$ cat config.mk
export PLATFORM = sky130hd
export DESIGN_NAME = pc_sequencer_flat
export DESIGN_NICKNAME = d
export VERILOG_FILES = /design/src/rtl/pc_seq_pkg.sv /design/src/rtl/pc_sequencer_if.sv /design/src/rtl/pc_target_mux.sv /design/src/rtl/pc_sequencer.sv /design/src/flat_wrapper.sv
export SDC_FILE = /design/constraint.sdc
export NUM_CORES = 1
export LEC_CHECK = 0
export ABC_AREA = 1
export CORE_AREA = 5 5 83 85
export CTS_CLUSTER_DIAMETER = 40
export DETAILED_ROUTE_END_ITERATION = 6
export DIE_AREA = 0 0 88 90
export GPL_ROUTABILITY_DRIVEN = 0
export GPL_TIMING_DRIVEN = 0
export PLACE_DENSITY_LB_ADDON = 0.12
export SYNTH_ARGS = -nofsm -noshare
export SYNTH_HDL_FRONTEND = slang
export SYNTH_SLANG_ARGS = --single-unit
$ cat constraint.sdc
create_clock -name clk -period 4.55 [get_ports clk]
set_clock_uncertainty 0.2 [all_clocks]
set_input_delay 0.6825 -clock clk [delete_from_list [all_inputs] [get_ports clk]]
set_output_delay 0.6825 -clock clk [all_outputs]
set_load 0.03 [all_outputs]
$ cat src/rtl/pc_seq_pkg.sv
`default_nettype none
// ============================================================================
// Module : pc_seq_pkg
// Brief  : Shared state encoding and next_sel codes for the PC sequencer.
// Rev    : 1.0  initial release
// ============================================================================
package pc_seq_pkg;

    typedef enum logic [2:0] {
        BOOT  = 3'd0,
        FETCH = 3'd1,
        WAIT  = 3'd2,
        DRAIN = 3'd3,
        HALT  = 3'd4
    } state_t;

    // Encodings shared with PC_deco
    localparam logic [1:0] SEL_SEQ  = 2'b00;
    localparam logic [1:0] SEL_JMP  = 2'b01;
    localparam logic [1:0] SEL_JREG = 2'b10;
    localparam logic [1:0] SEL_BR   = 2'b11;

endpackage
`default_nettype wire

$ cat src/rtl/pc_sequencer_if.sv
`default_nettype none
// ============================================================================
// Module : pc_sequencer_if
// Brief  : Instruction-memory fetch handshake plus IF/ID valid strobe.
// Rev    : 1.0  initial release
// ============================================================================
interface pc_sequencer_if #(
    parameter int PC_W = 16
);
    logic            imem_req;
    logic [PC_W-1:0] imem_addr;
    logic            imem_ready;
    logic            instr_valid;

    modport master (output imem_req, output imem_addr, output instr_valid, input imem_ready);
    modport slave  (input imem_req, input imem_addr, input instr_valid, output imem_ready);
endinterface
`default_nettype wire

$ cat src/rtl/pc_target_mux.sv
`default_nettype none
// ============================================================================
// Module : pc_target_mux
// Brief  : Combinational next-PC select driven by the branch/jump decoder.
// Rev    : 1.0  initial release
// ============================================================================
module pc_target_mux
    import pc_seq_pkg::*;
#(
    parameter int PC_W = 16
) (
    input  logic [1:0]      next_sel,
    input  logic [PC_W-1:0] seq_pc,
    input  logic [PC_W-1:0] jump_target,
    input  logic [PC_W-1:0] jreg_target,
    input  logic [PC_W-1:0] branch_target,
    output logic [PC_W-1:0] target
);
    always_comb begin
        target = seq_pc;
        case (next_sel)
            SEL_JMP:  target = jump_target;
            SEL_JREG: target = jreg_target;
            SEL_BR:   target = branch_target;
            default:  target = seq_pc;
        endcase
    end
endmodule
`default_nettype wire

$ cat src/rtl/pc_sequencer.sv
`default_nettype none
// ============================================================================
// Module : pc_sequencer
// Brief  : Program counter and instruction-fetch sequencer of the ASIP.
//          Optional PC_SEQ_PERF_EN adds redirect_cnt / stall_cnt outputs.
// Rev    : 1.0  initial release
// ============================================================================
module pc_sequencer
    import pc_seq_pkg::*;
#(
    parameter int              PC_W     = 16,
    parameter logic [PC_W-1:0] RESET_PC = '0,
    parameter logic [PC_W-1:0] PC_INC   = {{(PC_W-1){1'b0}}, 1'b1}
) (
    input  logic              clk,
    input  logic              rst,
    input  logic [1:0]        next_sel,
    input  logic [PC_W-1:0]   jump_target,
    input  logic [PC_W-1:0]   jreg_target,
    input  logic [PC_W-1:0]   branch_target,
    input  logic              stall,
    input  logic              halt,
    input  logic              resume,
    pc_sequencer_if.master    imem,
    output logic [PC_W-1:0]   pc,
    output logic              flush,
    output logic              halted
`ifdef PC_SEQ_PERF_EN
    ,
    output logic [31:0]       redirect_cnt,
    output logic [31:0]       stall_cnt
`endif
);
    state_t          state_q, state_d;
    logic [PC_W-1:0] pc_q, pc_d;
    logic [PC_W-1:0] drain_addr_q, drain_addr_d;
    logic            halt_pend_q, halt_pend_d;
    logic [PC_W-1:0] target;
    logic [PC_W-1:0] pc_inc;
    logic            redirect;
    logic            req, valid, flush_d;

    assign pc_inc   = pc_q + PC_INC;
    assign redirect = (next_sel != SEL_SEQ);

    pc_target_mux #(.PC_W(PC_W)) u_mux (
        .next_sel      (next_sel),
        .seq_pc        (pc_inc),
        .jump_target   (jump_target),
        .jreg_target   (jreg_target),
        .branch_target (branch_target),
        .target        (target)
    );

    always_ff @(posedge clk or posedge rst) begin
        if (rst) begin
            state_q      <= BOOT;
            pc_q         <= RESET_PC;
            drain_addr_q <= RESET_PC;
            halt_pend_q  <= 1'b0;
        end else begin
            state_q      <= state_d;
            pc_q         <= pc_d;
            drain_addr_q <= drain_addr_d;
            halt_pend_q  <= halt_pend_d;
        end
    end

    always_comb begin
        state_d      = state_q;
        pc_d         = pc_q;
        drain_addr_d = drain_addr_q;
        halt_pend_d  = halt_pend_q;
        req          = 1'b0;
        valid        = 1'b0;
        flush_d      = 1'b0;
        case (state_q)
            BOOT: begin
                if (redirect) begin
                    pc_d    = target;
                    flush_d = 1'b1;
                    state_d = FETCH;
                end else if (halt) begin
                    state_d = HALT;
                end else begin
                    state_d = FETCH;
                end
            end
            FETCH: begin
                // A not-yet-accepted FETCH request may be dropped; only WAIT is committed
                if (redirect) begin
                    pc_d    = target;
                    flush_d = 1'b1;
                end else if (halt) begin
                    state_d = HALT;
                end else if (!stall) begin
                    req = 1'b1;
                    if (imem.imem_ready) begin
                        valid = 1'b1;
                        pc_d  = pc_inc;
                    end else begin
                        state_d = WAIT;
                    end
                end
            end
            WAIT: begin
                req = 1'b1;
                if (redirect) begin
                    pc_d        = target;
                    flush_d     = 1'b1;
                    halt_pend_d = 1'b0;
                    if (imem.imem_ready) begin
                        state_d = FETCH;
                    end else begin
                        drain_addr_d = pc_q;
                        state_d      = DRAIN;
                    end
                end else if (halt) begin
                    if (imem.imem_ready) begin
                        state_d = HALT;
                    end else begin
                        drain_addr_d = pc_q;
                        halt_pend_d  = 1'b1;
                        state_d      = DRAIN;
                    end
                end else if (imem.imem_ready) begin
                    // Under stall the word is dropped and pc kept, so it is fetched again
                    state_d = FETCH;
                    if (!stall) begin
                        valid = 1'b1;
                        pc_d  = pc_inc;
                    end
                end
            end
            DRAIN: begin
                req = 1'b1;
                if (redirect) begin
                    pc_d        = target;
                    flush_d     = 1'b1;
                    halt_pend_d = 1'b0;
                end else if (halt) begin
                    halt_pend_d = 1'b1;
                end
                if (imem.imem_ready) begin
                    if (halt_pend_d) state_d = HALT;
                    else             state_d = FETCH;
                    halt_pend_d = 1'b0;
                end
            end
            HALT: begin
                if (resume) state_d = FETCH;
            end
            default: state_d = BOOT;
        endcase
    end

    assign imem.imem_req    = req;
    assign imem.imem_addr   = (state_q == DRAIN) ? drain_addr_q : pc_q;
    assign imem.instr_valid = valid;
    assign pc               = pc_q;
    assign flush            = flush_d;
    assign halted           = (state_q == HALT);

`ifdef PC_SEQ_PERF_EN
    logic [31:0] redirect_cnt_q, stall_cnt_q;

    always_ff @(posedge clk or posedge rst) begin
        if (rst) begin
            redirect_cnt_q <= '0;
            stall_cnt_q    <= '0;
        end else begin
            if (flush_d && (redirect_cnt_q != 32'hFFFF_FFFF))
                redirect_cnt_q <= redirect_cnt_q + 32'd1;
            if (stall && (stall_cnt_q != 32'hFFFF_FFFF))
                stall_cnt_q <= stall_cnt_q + 32'd1;
        end
    end

    assign redirect_cnt = redirect_cnt_q;
    assign stall_cnt    = stall_cnt_q;
`endif

endmodule
`default_nettype wire

$ cat src/flat_wrapper.sv
// flat-port wrapper written by rule: the top's interface ports become plain ports
module pc_sequencer_flat import pc_seq_pkg::*;
#(
    parameter int              PC_W     = 16,
    parameter logic [PC_W-1:0] RESET_PC = '0,
    parameter logic [PC_W-1:0] PC_INC   = {{(PC_W-1){1'b0}}, 1'b1}
)
  (clk, rst, next_sel, jump_target, jreg_target, branch_target, stall, halt, resume, pc, flush, halted, imem_imem_req, imem_imem_addr, imem_instr_valid, imem_imem_ready);
  pc_sequencer_if #(.PC_W(PC_W)) imem_i ();
  input  logic clk;
  input  logic rst;
  input  logic [1:0] next_sel;
  input  logic [PC_W-1:0] jump_target;
  input  logic [PC_W-1:0] jreg_target;
  input  logic [PC_W-1:0] branch_target;
  input  logic stall;
  input  logic halt;
  input  logic resume;
  output logic [PC_W-1:0] pc;
  output logic flush;
  output logic halted;
  output wire logic [$bits(imem_i.imem_req)-1:0] imem_imem_req;
  output wire logic [$bits(imem_i.imem_addr)-1:0] imem_imem_addr;
  output wire logic [$bits(imem_i.instr_valid)-1:0] imem_instr_valid;
  input wire logic [$bits(imem_i.imem_ready)-1:0] imem_imem_ready;
  assign imem_imem_req = imem_i.imem_req;
  assign imem_imem_addr = imem_i.imem_addr;
  assign imem_instr_valid = imem_i.instr_valid;
  assign imem_i.imem_ready = imem_imem_ready;
  pc_sequencer #(.PC_W(PC_W), .RESET_PC(RESET_PC), .PC_INC(PC_INC)) u_core (.clk(clk), .rst(rst), .next_sel(next_sel), .jump_target(jump_target), .jreg_target(jreg_target), .branch_target(branch_target), .stall(stall), .halt(halt), .resume(resume), .imem(imem_i), .pc(pc), .flush(flush), .halted(halted));
endmodule
==> results.md, run 1 <==
Setup path:
- The data arrival at the endpoint of the critical path is 2.70 ns.
- Along the worst path, the maximum fanout reaches 10.
- In this design, the stage delay of the slowest critical-path cell is 0.72 ns.
- The critical setup path kind is primary input to output port.
- The sort of element at the end of the critical path is an output port.
- The startpoint type of the worst setup path is a primary input.
- In this design, the critical path's most frequently occurring cell is sky130_fd_sc_hd__clkdlybuf4s50_1.
- Walking the worst path, the cells encountered are clkdlybuf4s50_1 -> nor2_4 -> inv_2 -> buf_4 -> o31ai_1 -> clkdlybuf4s50_1.
- The data required time of the critical path is 3.67 ns.
- The cell with the largest stage delay on the worst path is sky130_fd_sc_hd__clkdlybuf4s50_1.
- The number of buffers and inverters on the critical path is 4.
- The family with the most delay on the worst path is buffers and inverters.

Global routing:
- The leftover overflow at the end of global routing is 0.
- The global-route wire length before repair is 13.1 mm.
- The largest net degree at the start of global routing is 22.
- The number of global-route vias before repair was 2768.
- The total routing resource utilization after global routing is 0.206.
- The initial antenna violation count is 0.

Drt:
- Dividing the detail-routed wire length by the instance count gives 13.9 um.
- The detail route stage leaves a number of antenna-violating nets equal to 0.
- The via count is 2922.
- The DRC violation count after routing is 0.
- After detailed routing, the number of vias per cell comes to 5.13.
- For this run, the detailed router's first-pass iteration total came to 5.
- The wire length after detailed routing is 7.92 mm.
- The first-iteration detailed-routing DRC count is 251.

Timing:
- The final setup TNS is 0 ns.
- The time the worst path needs with I/O delays and setup is 3.58 ns.
- Setup repair after global routing left no endpoint under its margin.
- The final count of pins violating max slew was 0.
- Measured against its own limit, the worst slew margin works out to 0.426.
- Derived from the worst setup path, the maximum achievable clock frequency is 279 MHz.
- The worst-case hold slack is 0.285 ns.
- The slew at the pin closest to its max-slew limit is 0.860 ns.
- The final clock period utilization by the worst path is 0.787.
- Setup violations remaining at the end of the flow were counted as 0.
- The number of hold violations in the final report is 0.

Die:
- The number of placement rows is 29.
- The die is 90 um tall.
- In this run the count of I/O pins placed on the die edge is 92.
- The starting utilization of the core area is 0.410.
- The overall die area is 7920 um2.
- The area of the core is 6130 um2.
- The horizontal die dimension is 88 um.

Power:
- The power per standard cell area is 567 nW/um2.
- The analysis attributes to cell leakage a power of 0.00167 uW.
- Across the VDD grid, the largest voltage drop is 328 uV.

Clock network:
- In this run, CTS created clock tree buffers numbering 5.
- Buffers inserted to repair hold after CTS numbered 0.
- The buffer count from post-CTS setup fixing is 0.
- The later pin in the worst-skew pair is clocked with a latency of 0.29 ns.
- The CTS H-tree depth is 2.
- The clock tree from TritonCTS is built.
- The post-CTS resize count is 0.
- Counting along the longest clock path gives a buffer depth of 2.
- The tree built by TritonCTS fans out to 36 sinks.
- The clock slew at the register clock pins of the worst setup and hold paths is 0.07 ns.
- The cell at the root of the clock tree is sky130_fd_sc_hd__clkbuf_8.

Final layout:
- The antenna diode instance count is 0.
- The share of layout cells above drive strength 1 is 0.0690.
- The most common cell after layout, fill and taps aside is sky130_fd_sc_hd__nand2_1.
- From synthesis to final layout, the design area changed by 44.9%.
- The utilization after layout is 0.594.
- The top cell types in the final layout, fill and taps aside, are sky130_fd_sc_hd__nand2_1 (138), sky130_fd_sc_hd__clkdlybuf4s50_1 (91), sky130_fd_sc_hd__o21ai_0 (58).
- The net count reported at finish is 549.

Synth:
- The sequential share of the synthesized area is 0.359.
- The synthesis-stage register bit count is 36.
- The cell area that synthesis handed to floorplanning was 2510 um2.
- The average footprint of a synthesized cell is 6.39 um2.
- Synthesis instantiated 26 different standard cells from the library.
- The synthesized netlist net count is 450.
- Synthesis produced a netlist whose cell count is 393.
- Yosys printed 0 warnings.

Place:
- During placement, the flow inserted port buffers numbering 91.
- The HPWL after detailed placement is 6.35 mm.

Worst hold path:
- The path class of the tightest hold or removal check is flop to flop.

Run status:
- The flow ran to the end, and the final reports show no timing, DRC or antenna violations.

Flow run:
- The count of max-cap constraint violations is 0.
-- power by group --
group	internal (uW)	leakage, uW	total (uW)	switching, uW
clock network	121	0.0000510	239	118
registers	460	0.000452	613	153
logic	475	0.00117	1210	736
total	1060	0.00167	2060	1010
-- area by class of cell --
type / instances / area (um2)
sequential: 36 / 901
clock buffer: 6 / 82.6
tap: 77 / 96.3
timing repair buffer: 92 / 938
inverter: 44 / 165
fill: 587 / 2490
buffer: 13 / 83.8
multi-input combinational: 300 / 1360
clock inverter: 2 / 10.0
-- cells in the mapped netlist (all sizes together) --
master,number,share of area
nand2,140,0.21
o21ai,63,0.13
inv,44,0.066
nand3,37,0.080
dfrtp,36,0.36
nor2,30,0.053
a21oi,15,0.030
buf,10,0.029
nand4,5,0.012
nor3,4,0.0080
clkbuf,3,0.0045
ha,1,0.0050
nor3b,1,0.0030
o2111ai,1,0.0035
o21a,1,0.0030
o31ai,1,0.0030
xnor2,1,0.0035
-- tightest hold or removal path: stages (launching register included) --
cell,delay [ns]
sky130_fd_sc_hd__dfrtp_1,0.35
sky130_fd_sc_hd__nand2_1,0.05
sky130_fd_sc_hd__o21ai_0,0.05
-- metal layers --
layer,up-vias,track usage,share of wire
met3,13,0.0539,0.096
met5,-,0,0
met4,0,0.0601,0.016
met1,1305,0.280,0.45
met2,134,0.318,0.44
li1,1470,-,-
-- state kept, by name (all words and copies together), names as in the netlist --
signal               cells
u_core.drain_addr_q     16
u_core.pc               16
u_core.state_q           3
u_core.halt_pend_q       1
-- per-stage QoR --
step           worst slack [ns]  std cells  instance area, um2  total power [uW]
6_report                  0.970        570                3640              2060
5_1_grt                   0.852        570                3640              2200
4_1_cts                   0.965        570                3640              2070
3_5_place_dp              0.983        562                3550              1830
3_3_place_gp              0.962        561                3520              1800
2_1_floorplan              1.85        393                2510              1310
-- cell families after synthesis --
family / synth area share
AO/OA/AOI/OAI: 0.165
buffers and inverters: 0.0991
AND/OR/NAND/NOR: 0.369
adder cells (fa/ha/maj): 0.00498
flip-flops: 0.359
XOR/XNOR: 0.00349
-- path summary, 6_finish.rpt --
path                                               startpoint                                  end  slack (ns)  cells after the start
max in group asynchronous                                 rst  u_core.drain_addr_q[15]$_DFFE_PP0P_        2.91                      3
max                                               next_sel[0]                        imem_imem_req        0.97                      6
min                        u_core.drain_addr_q[6]$_DFFE_PP0P_   u_core.drain_addr_q[6]$_DFFE_PP0P_        0.29                      2
min in group asynchronous                                 rst        u_core.state_q[0]$_DFFE_PP0P_        0.67                      2
min reg2reg                u_core.drain_addr_q[6]$_DFFE_PP0P_   u_core.drain_addr_q[6]$_DFFE_PP0P_        0.29                      2
max reg2reg                          u_core.pc[1]$_DFFE_PP0P_            u_core.pc[10]$_DFFE_PP0P_        2.71                      7
No activity file was read; power rests on OpenSTA's default activity.
==> run 2, diff against run 1 <==
==> constraint.sdc (replaced) <==
create_clock -name clk -period 3.4 [get_ports clk]
set_clock_uncertainty 0.2 [all_clocks]
set_input_delay 0.51 -clock clk [delete_from_list [all_inputs] [get_ports clk]]
set_output_delay 0.51 -clock clk [all_outputs]
set_load 0.03 [all_outputs]
==> results of run 2 <==
Same layout as run 1 (identical final DEF). Status: finished, final reports clean.
Main changes from that run: setup slack after placement 0.983 ns -> 0.178 ns; setup slack after layout 0.970 ns -> 0.165 ns; register-to-register setup slack 2.71 ns -> 1.56 ns; total power 2060 uW -> 2760 uW; worst IR drop on VDD 328 uV -> 439 uV
